File: src/rtl/seg_pkg.sv
// Shared types and default constants for the seg_scan display scanner.
`timescale 1ns/1ps
package seg_pkg;

    typedef enum logic {
        SCAN_GUARD = 1'b0,
        SCAN_SHOW  = 1'b1
    } seg_scan_state_t;

    localparam int SEG_DIGITS_DEF      = 4;
    localparam int SEG_REFRESH_DIV_DEF = 100000;
    localparam int SEG_GUARD_DEF       = 1000;

    // Digit index width; a single-digit bank still needs one bit.
    function automatic int seg_idx_width(input int n);
        return (n > 1) ? $clog2(n) : 1;
    endfunction

endpackage

File: src/rtl/seg_refresh_tick.sv
// Slot counter for seg_scan: counts 0..REFRESH_DIV-1 and flags slot start,
// end of the anode-off guard window, and the last count before the wrap.
`timescale 1ns/1ps
module seg_refresh_tick
    import seg_pkg::*;
#(
    parameter int REFRESH_DIV  = SEG_REFRESH_DIV_DEF,
    parameter int GUARD_CYCLES = SEG_GUARD_DEF
) (
    input  logic clk,
    input  logic rst,
    output logic slot_start,
    output logic guard_done,
    output logic slot_last
);

    localparam int CW = $clog2(REFRESH_DIV);
    localparam logic [CW-1:0] GUARD_CNT = CW'(GUARD_CYCLES);
    localparam logic [CW-1:0] LAST_CNT  = CW'(REFRESH_DIV - 1);

    logic [CW-1:0] cnt_q;
    logic [CW-1:0] cnt_d;

    assign slot_start = (cnt_q == '0);
    assign guard_done = (cnt_q == GUARD_CNT);
    assign slot_last  = (cnt_q == LAST_CNT);

    always_comb begin
        cnt_d = slot_last ? '0 : cnt_q + 1'b1;
    end

    // NOTE: sequential state is written only with non-blocking assignments so
    // every register samples pre-edge values regardless of block ordering.
    always_ff @(posedge clk or posedge rst) begin
        if (rst) begin
            cnt_q <= '0;
        end else begin
            cnt_q <= cnt_d;
        end
    end

endmodule

File: src/rtl/seg_scan.sv
// Time-multiplexed common-anode 7-segment scanner with double-buffered data.
// Optional leading-zero blanking is enabled by defining SEG_SCAN_LZ_SUPPRESS_EN.
`timescale 1ns/1ps
module seg_scan
    import seg_pkg::*;
#(
    parameter int NUM_DIGITS   = SEG_DIGITS_DEF,
    parameter int REFRESH_DIV  = SEG_REFRESH_DIV_DEF,
    parameter int GUARD_CYCLES = SEG_GUARD_DEF
) (
    input  logic                    clk,
    input  logic                    rst,
    input  logic [4*NUM_DIGITS-1:0] value,
    input  logic                    load,
    input  logic [NUM_DIGITS-1:0]   dp,
    input  logic [NUM_DIGITS-1:0]   digit_en,
    output logic [NUM_DIGITS-1:0]   anode_n,
    output logic [3:0]              display_data,
    output logic                    dp_n,
    output logic                    frame_start
);

    localparam int IW = seg_idx_width(NUM_DIGITS);
    localparam logic [IW-1:0] LAST_IDX = IW'(NUM_DIGITS - 1);

    logic                    slot_start;
    logic                    guard_done;
    logic                    slot_last;

    logic [4*NUM_DIGITS-1:0] pend_val_q;
    logic [NUM_DIGITS-1:0]   pend_dp_q;
    logic [4*NUM_DIGITS-1:0] act_val_q;
    logic [NUM_DIGITS-1:0]   act_dp_q;
    logic [IW-1:0]           idx_q;
    logic [IW-1:0]           idx_d;
    seg_scan_state_t         state_q;

    logic [NUM_DIGITS-1:0]   anode_n_q;
    logic [3:0]              data_q;
    logic                    dp_n_q;
    logic                    frame_start_q;

    logic [3:0]              cur_nib;
    logic                    cur_dp;
    logic [NUM_DIGITS-1:0]   cur_sel;
    logic [NUM_DIGITS-1:0]   lz_keep;
    logic [NUM_DIGITS-1:0]   digit_on;
    logic                    frame_end;

    seg_refresh_tick #(
        .REFRESH_DIV  (REFRESH_DIV),
        .GUARD_CYCLES (GUARD_CYCLES)
    ) u_tick (
        .clk        (clk),
        .rst        (rst),
        .slot_start (slot_start),
        .guard_done (guard_done),
        .slot_last  (slot_last)
    );

    assign frame_end = slot_last && (idx_q == LAST_IDX);

    always_comb begin
        idx_d = (idx_q == LAST_IDX) ? '0 : idx_q + 1'b1;
    end

    // NOTE: every signal driven here gets a default first, so no path leaves
    // it unassigned and no latch is inferred.
    always_comb begin
        cur_nib = 4'h0;
        cur_dp  = 1'b0;
        cur_sel = '0;
        for (int i = 0; i < NUM_DIGITS; i++) begin
            if (idx_q == IW'(i)) begin
                cur_nib    = act_val_q[4*i +: 4];
                cur_dp     = act_dp_q[i];
                cur_sel[i] = 1'b1;
            end
        end
    end

`ifdef SEG_SCAN_LZ_SUPPRESS_EN
    // A digit stays lit only if it or some more-significant nibble is nonzero.
    logic any_nz;
    always_comb begin
        lz_keep    = '0;
        any_nz     = 1'b0;
        for (int i = NUM_DIGITS - 1; i >= 1; i--) begin
            any_nz     = any_nz | (act_val_q[4*i +: 4] != 4'h0);
            lz_keep[i] = any_nz;
        end
        lz_keep[0] = 1'b1;
    end
`else
    assign lz_keep = '1;
`endif

    assign digit_on = digit_en & lz_keep;

    // NOTE: the display buffers are small registers, not a RAM, so they take
    // the async reset and start blank.
    always_ff @(posedge clk or posedge rst) begin
        if (rst) begin
            pend_val_q <= '0;
            pend_dp_q  <= '0;
            act_val_q  <= '0;
            act_dp_q   <= '0;
            idx_q      <= '0;
        end else begin
            if (load) begin
                pend_val_q <= value;
                pend_dp_q  <= dp;
            end
            // Swap only at the frame wrap so a frame never mixes old and new data.
            if (frame_end) begin
                act_val_q <= pend_val_q;
                act_dp_q  <= pend_dp_q;
            end
            if (slot_last) begin
                idx_q <= idx_d;
            end
        end
    end

    // Scan FSM with registered outputs; anode enables are refreshed every
    // SHOW cycle so digit_en changes land one cycle later even mid-slot.
    always_ff @(posedge clk or posedge rst) begin
        if (rst) begin
            state_q       <= SCAN_GUARD;
            anode_n_q     <= '1;
            data_q        <= 4'h0;
            dp_n_q        <= 1'b1;
            frame_start_q <= 1'b0;
        end else if (slot_start) begin
            state_q       <= SCAN_GUARD;
            anode_n_q     <= '1;
            data_q        <= cur_nib;
            dp_n_q        <= ~cur_dp;
            frame_start_q <= (idx_q == '0);
        end else begin
            frame_start_q <= 1'b0;
            if (guard_done || state_q == SCAN_SHOW) begin
                state_q   <= SCAN_SHOW;
                anode_n_q <= ~(cur_sel & digit_on);
            end else begin
                state_q   <= SCAN_GUARD;
                anode_n_q <= '1;
            end
        end
    end

    assign anode_n      = anode_n_q;
    assign display_data = data_q;
    assign dp_n         = dp_n_q;
    assign frame_start  = frame_start_q;

endmodule

File: config.mk
export PLATFORM = sky130hd
export DESIGN_NAME = seg_scan
export DESIGN_NICKNAME = d
export VERILOG_FILES = /design/src/rtl/seg_pkg.sv /design/src/rtl/seg_refresh_tick.sv /design/src/rtl/seg_scan.sv
export SDC_FILE = /design/constraint.sdc
export NUM_CORES = 1
export LEC_CHECK = 0
export ABC_AREA = 1
export CORE_AREA = 4 4 93 95
export CTS_CLUSTER_SIZE = 8
export DETAILED_ROUTE_END_ITERATION = 6
export DIE_AREA = 0 0 97 99
export PLACE_DENSITY_LB_ADDON = 0.1
export SLEW_MARGIN = 20
export SYNTH_ARGS = -nofsm -noshare
export SYNTH_HDL_FRONTEND = slang
export SYNTH_SLANG_ARGS = --single-unit
File: constraint.sdc
create_clock -name clk -period 3.2 [get_ports clk]
set_clock_uncertainty 0.2 [all_clocks]
set_input_delay 0.64 -clock clk [delete_from_list [all_inputs] [get_ports clk]]
set_output_delay 0.64 -clock clk [all_outputs]
set_load 0.02 [all_outputs]
* Word level (Yosys, flattened, before mapping)
Cells that the tools add are included.
Storage, ports and cells: flip-flop bits (word level) 70, input bits 27, output and inout bits 10
Cells by class: add/subtract/negate cells 2, equal/unequal tests 5, multiplexer cells 19, bitwise gates (word level) 3, reductions and logical operators 4
Operators with widths (count):
- $mux 4 | 6
- $add 17x1->17 const B | 1
- $eq 17x10->1 const B | 1
- $eq 17x17->1 const B | 1
- $logic_not 17->1 | 1
- $mux 17 | 1
- $mux 1 | 11
- $and 4x4->4 | 1
- $eq 2x2->1 const B | 2
- $not 4->4 | 1
- $add 2x1->2 const B | 1
- $eq 2x1->1 const B | 1
- $logic_not 2->1 | 1
- $mux 2 | 1
- $logic_and 1x1->1 | 1
- $logic_or 1x1->1 | 1
- $not 1->1 | 1

* Longest topological paths before layout
Gate-level depths: netlist (run 1).
depth after elaboration 6, mapped depth 9, gate-level depth less buffers 9

* Modules after synthesis
From an unflattened synthesis (run 1), not the netlist that was laid out.
Unflattened totals: cells, all modules 398, area total of the unflattened synthesis 3367.0 um2
By module, submodules not included:
- seg_scan | instances 1, cells an instance 244, area each 2311.0 um2, sequential area each 1332.5 um2
- seg_refresh_tick | instances 1, cells an instance 154, area each 1056.0 um2, sequential area each 425.4 um2

* Worst setup path before layout (run 1)
Ideal clock, no wire load.
path type register to register, start reg idx_q[0], end reg data_q[0], in the netlist display_data[0], data arrival time 1232 ps, required time 2883 ps, slack 1651 ps, cell stages (with the launch flop) 9, buffers on the path 0, path through dfrtp_1 inv_1 ha_1 inv_1 or2_2 nand3_1 nand2_1 nand2_1 nand2_1
On the way: word-level cells in the longest chain between the ends 5, elaborated cells between the ends (all ways) 8
RTL lines:
- start, declared | RTL line seg_scan.sv:34 | logic [IW-1:0] idx_q;
- start signal, assigned | RTL line seg_scan.sv:120 | idx_q <= idx_d;
- $logic_not 2->1 | RTL line seg_scan.sv:74 | if (idx_q == IW'(i)) begin
- $mux 4 (3 in series) | RTL line seg_scan.sv:74
- $mux 4 * | RTL line seg_scan.sv:74
- end signal, assigned | RTL line seg_scan.sv:137 | data_q <= cur_nib;
- end, declared | RTL line seg_scan.sv:39 | logic [3:0] data_q;
Every way passes the cells marked *; elsewhere a longest branch is shown, timed or not. A chain may end at the register's enable or synchronous reset.

* Final worst setup path (run 1)
start reg dp_n_q, in the netlist dp_n, end out dp_n
RTL lines:
- start, declared | RTL line seg_scan.sv:40 | logic dp_n_q;
- start signal, assigned | RTL line seg_scan.sv:138 | dp_n_q <= ~cur_dp;
- end, declared | RTL line seg_scan.sv:19 | output logic dp_n,
No word-level cell between the ends.

==> results.tsv, run 1 <==
metric	value	unit
grt_use_total	0.154	
cts_tree	built	
syn_avg_cell_area	8.82	sq um
finalCritPeriodShare	0.721	
cts_repair_resize_count	0	
register_area	0.00176	sq mm
design.core.area	0.00773	sq mm
syn_area	0.00345	sq mm
synthArstFlopShare	1.00	
setup_violations	0	
cp-end-kind	output port	
relSlewSlack	0.606	
portBuffers	36	
drt-wirelength-per-cell	12.6	um
crit_fanout	2	
hold_buffers	0	
wirelength	6790	um
path_delay_family	buffers and inverters	
placed_cells	521	
grt_pass1_wl	11900	um
fin_tns_setup	0	ps
die_area	0.00960	sq mm
crit_slowest_cell	clkdlybuf4s50_1	
fp.dieH	99	um
ant_nets	0	
postSynthNetCount	424	
total_power	1800	uW
status	finished, final reports clean	
grt_max_degree	32	
viasPerCell	4.82	
power_density	437	mW/mm^2
min_period	2310	ps
path_class	reg -> out	
critPathLaunchType	register	
overflow	0	
worst_slew_pin_slew	590	ps
synth-seq-cells	70	
synth-seq-area-share	0.510	
cts_sinks	70	
drive_gt1_frac	0.149	
max_stage_delay	590	ps
postCtsSetupBuffers	0	
drt-pass1-iter-count	5	
hp-class	reg -> reg	
yosys_warnings	0	
numCtsBuffers	9	
rows	32	
required	2360	ps
netlist_instances	391	
critPathBufInv	1	
fill_cells	724	
route.detailed.drc	0	
rsz0062_at_grt	no	
area_delta_synth_final	19.3	%
antennaDiodeCount	0	
final_max_slew_viol_count	0	
max_freq	433	MHz
grt_antenna_before_repair	0	
clockBufferDepth	2	
place_hpwl	5070	um
root_buffer	clkbuf_8	
floorplan.die.width	97	um
fin_nets	463	
stdcell_count	537	
worstPathArrival	1470	ps
ys.flop_type	dfrtp_1	
multi_input_area	0.00146	sq mm
vias	2589	
ios	37	
first_global_vias	2545	
clk_pin_slew_worst_paths	80	ps
vdd_drop_max	0.000313	V
synth_edf_count	0	
p_leak	0.00211	uW
clkLatencyLatePin	350	ps
h-tree-depth	3	
gp_congestion	0.839	
crit_chain	clkdlybuf4s50_1	
start_util	0.446	
synth.distinct_cells	30	
max-cap-violations	0	
finalHoldViolCount	0	
drtIter0Drc	75	
cells in the final DEF, fill, tap and decap left out, drive strengths merged:
master / Yosys / layout
clkbuf: 2 / 10
nand4: 21 / 21
and3: 1 / 1
bufinv: 0 / 2
a21oi: 1 / 1
clkinv: 0 / 1
or2: 5 / 5
nor2: 48 / 48
xnor2: 1 / 1
dfstp: 5 / 5
o21ai: 3 / 3
nor3: 1 / 1
nand3b: 1 / 1
inv: 38 / 40
o21bai: 1 / 1
clkinvlp: 0 / 1
nand2: 121 / 121
xor2: 7 / 7
mux2: 20 / 20
nand3: 33 / 33
ha: 6 / 6
clkdlybuf4s50: 0 / 36
buf: 10 / 4
and2: 1 / 1
dfrtp: 65 / 65
registers in the layout, indices dropped and copies added, names as in the netlist:
name / count
dp_n: 1
pend_dp_q: 4
display_data: 4
anode_n: 4
u_tick.cnt_q: 17
idx_q: 2
state_q: 1
act_val_q: 16
frame_start: 1
act_dp_q: 4
pend_val_q: 16
through the flow:
| step | cell area (sq um) | utilization | setup slack [ps] | hold slack [ps] |
|---|---|---|---|---|
| finish | 4110 | 0.532 | 892 | 269 |
| global placement | 3890 | 0.504 | 850 | 249 |
| CTS | 4110 | 0.532 | 866 | 271 |
| floorplan | 3450 | - | 600 | 234 |
| global route | 4110 | 0.532 | 837 | 293 |
| detailed placement | 3890 | 0.504 | 834 | 252 |
where the power goes:
part | total, uW | internal, uW | switching (uW) | leakage (uW)
Clock | 790 | 446 | 344 | 0.000107
Sequential | 924 | 910 | 14.1 | 0.000901
Combinational | 84.5 | 53.7 | 30.8 | 0.00110
cell usage after synthesis (4+ instances only):
| library cell | count | area, sq um |
|---|---|---|
| mux2_2 | 20 | 225 |
| nand2_1 | 116 | 435 |
| buf_6 | 4 | 45.0 |
| inv_1 | 34 | 128 |
| nand3_1 | 32 | 160 |
| dfrtp_1 | 65 | 1630 |
| xor2_1 | 7 | 61.3 |
| nand4_1 | 21 | 131 |
| inv_2 | 4 | 15.0 |
| ha_1 | 6 | 75.1 |
| nor2_1 | 43 | 161 |
| buf_2 | 4 | 20.0 |
| dfstp_2 | 5 | 131 |
| or2_2 | 5 | 31.3 |
final cells by class:
cell class / count / share of cell area
clock buffer: 10 / 0.0310
clock inverter: 6 / 0.0228
inverter: 38 / 0.0347
multi-input combinational: 271 / 0.355
sequential: 70 / 0.427
tap: 102 / 0.0310
timing repair buffer: 40 / 0.0980
logic make-up (layout without fill, tap and decap cells):
group | after synthesis | in the layout | share of synthesized area
AOI/OAI and AO/OA | 5 | 5 | 0.00798
DFF | 70 | 70 | 0.510
buffers and inverters | 50 | 94 | 0.0668
xor gates and xnor gates | 8 | 8 | 0.0203
and+or+nand+nor | 232 | 232 | 0.308
muxes | 20 | 20 | 0.0653
adders and majority gates | 6 | 6 | 0.0218
routing by layer:
metal,GRT usage,wire length (um),up-vias
li1,-,-,1332
met1,0.185,3020,1194
met2,0.260,3310,51
met3,0.0467,334,12
met4,0.0562,125,0
met5,0,0,-
worst paths after layout:
check                                           end                      start  slack [ps]  depth (start not counted)
setup / recovery                               dp_n           dp_n$_DFFE_PP1P_         890                          1
hold / removal             act_val_q[9]$_DFFE_PP0P_   act_val_q[9]$_DFFE_PP0P_         270                          2
setup reg to reg           act_val_q[2]$_DFFE_PP0P_  u_tick.cnt_q[0]$_DFF_PP0_        1260                          8
hold reg to reg            act_val_q[9]$_DFFE_PP0P_   act_val_q[9]$_DFFE_PP0P_         270                          2
max in group asynchronous      anode_n[2]$_DFF_PP1_                        rst        1680                          3
min in group asynchronous  act_val_q[9]$_DFFE_PP0P_                        rst         480                          2
No activity file was read; power rests on OpenSTA's default activity.
==> run 2: changes to the inputs <==
==> constraint.sdc (replaced) <==
create_clock -name clk -period 2.1 [get_ports clk]
set_clock_uncertainty 0.2 [all_clocks]
set_input_delay 0.42 -clock clk [delete_from_list [all_inputs] [get_ports clk]]
set_output_delay 0.42 -clock clk [all_outputs]
set_load 0.02 [all_outputs]
==> run 2 against run 1 <==
- via count down 0.73%
- routed wire length up 1.6%
- critical path depth unchanged
- clock power up 38%
- flip-flop and latch count unchanged
- core utilization up 0.32 points
- setup slack worse by 720 ps
- sequential power up 53%
- combinational power up 62%
- clock-buffer cell count unchanged
- global-route usage about the same
- register-to-register slack worse by 970 ps
- critical endpoint is now display_data[2]
- largest power group unchanged
==> results.tsv, run 2 (synthesis gave the netlist of run 1 again) <==
metric	value	unit
route.detailed.drc	0	
postCtsSetupBuffers	0	
finalHoldViolCount	0	
design.core.area	0.00773	sq mm
path_class	reg -> out	
place_ws	303	ps
fp.dieH	99	um
finalCritPeriodShare	0.918	
crit_slowest_cell	clkdlybuf4s50_1	
min_period	1930	ps
worst_slew_pin_slew	441	ps
critPathLaunchType	register	
viasPerCell	4.77	
overflow	0	
clk_pin_slew_worst_paths	70	ps
grt_use_met1	0.196	
grt-busiest-layer	met2	
floorplan.die.width	97	um
largest_register_ff_count	17	
critPathBufInv	1	
power_density	636	mW/mm^2
root_buffer	clkbuf_8	
gp_congestion	0.780	
fill_cells	728	
cts_tree	built	
hold_buffers	0	
final_cell_mix	nand2_1, dfrtp_1, nor2_1, inv_1, nand3_1	
wirelength	6900	um
pwr-share-seq	0.535	
rsz0062_at_grt	no	
top_register	u_tick.cnt_q	
die_area	0.00960	sq mm
required	1480	ps
rows	32	
clkLatencyLatePin	350	ps
crit_chain	clkdlybuf4s50_1	
clkPwrFrac	0.413	
layout_commonest_cell	nand2_1	
vias	2570	
cp-end-kind	output port	
first_global_vias	2568	
drt-pass1-iter-count	4	
path_delay_family	buffers and inverters	
crit_fanout	2	
ios	37	
drive_gt1_frac	0.156	
grt_antenna_before_repair	0	
final_max_slew_viol_count	0	
relSlewSlack	0.705	
max-cap-violations	0	
p_leak	0.00211	uW
fin_tns_setup	0	ps
utilization	0.535	
area_delta_synth_final	20.0	%
hp-class	in -> async	
ant_nets	0	
fin_nets	466	
max_stage_delay	610	ps
p_int	2050	uW
sw_frac_of_total	0.221	
power_frac_comb	0.052	
max_freq	519	MHz
setup_violations	0	
worstPathArrival	1310	ps
portBuffers	36	
h-tree-depth	3	
grt_util_met2	0.250	
start_util	0.446	
drtIter0Drc	85	
numCtsBuffers	9	
top_regs	u_tick.cnt_q: 17 flops, act_val_q: 16 flops, pend_val_q: 16 flops	
stdcell_count	539	
vdd_drop_max	0.000360	V
place_hpwl	5140	um
antennaDiodeCount	0	
status	finished, final reports clean	
grt_pass1_wl	12000	um
drt-wirelength-per-cell	12.8	um
cts_sinks	70	
use_met3	0.0396	
setup_ws	173	ps
clockBufferDepth	2	
netSwitchingPower	581	uW
grt_max_degree	26	
placed_cells	524	
grt_use_total	0.154	
[run 2: cell types whose count changed in the layout (fill, tap and decap cells not counted), moves of 2 or more]
cell / delta
buf_12: +2
clkdlybuf4s50_1: -5
dlygate4sd2_1: +4
inv_6: -2
[run 2: final cells by class]
cell class	count	area, sq um	share of cell area
flip-flops and latches	70	1760	0.425
multi-input cells	271	1460	0.353
repair buffers	43	448	0.108
clock inverters	5	60.1	0.0145
clock buffers	10	138	0.0333
well taps	102	128	0.0308
inverters	38	146	0.0354
[run 2: layer usage]
metal  vias up  wire length [um]
met5         -                 0
met4         0               148
met3        13               264
met2        36              3270
met1      1191              3220
li1       1330                 -
[run 2: worst paths after layout]
kind | slack, ps | startpoint | cells after the start | end
max in group asynchronous | 920 | rst | 3 | pend_val_q[8]$_DFFE_PP0P_
min in group clk | 270 | act_val_q[9]$_DFFE_PP0P_ | 2 | act_val_q[9]$_DFFE_PP0P_
max | 170 | display_data[2]$_DFFE_PP0P_ | 1 | display_data[2]
min reg2reg | 270 | act_val_q[9]$_DFFE_PP0P_ | 2 | act_val_q[9]$_DFFE_PP0P_
min | 220 | rst | 2 | act_val_q[2]$_DFFE_PP0P_
max reg2reg | 290 | idx_q[0]$_DFFE_PP0N_ | 8 | display_data[1]$_DFFE_PP0P_
[run 2: repair_timing]
item,CTS,global route
pin swaps,0,0
gates resized for setup,4,1
endpoints found under the setup margin,4,1
[run 2: power by group through the flow]
stage / logic [uW] / registers [uW] / clock network [uW]
after global placement: 139 / 1430 / 0
after detailed placement: 141 / 1430 / 0
final: 137 / 1410 / 1090
after global routing: 153 / 1410 / 1160
after CTS: 141 / 1410 / 1130
after floorplan: 66.9 / 1430 / 0
[run 2: through the flow]
step / instance area, sq um / power [uW] / hold slack, ps
floorplan: 3450 / 1490 / 234
global placement: 3940 / 1570 / 247
detailed placement: 3940 / 1570 / 251
CTS: 4140 / 2680 / 224
global route: 4140 / 2720 / 256
finish: 4140 / 2630 / 225
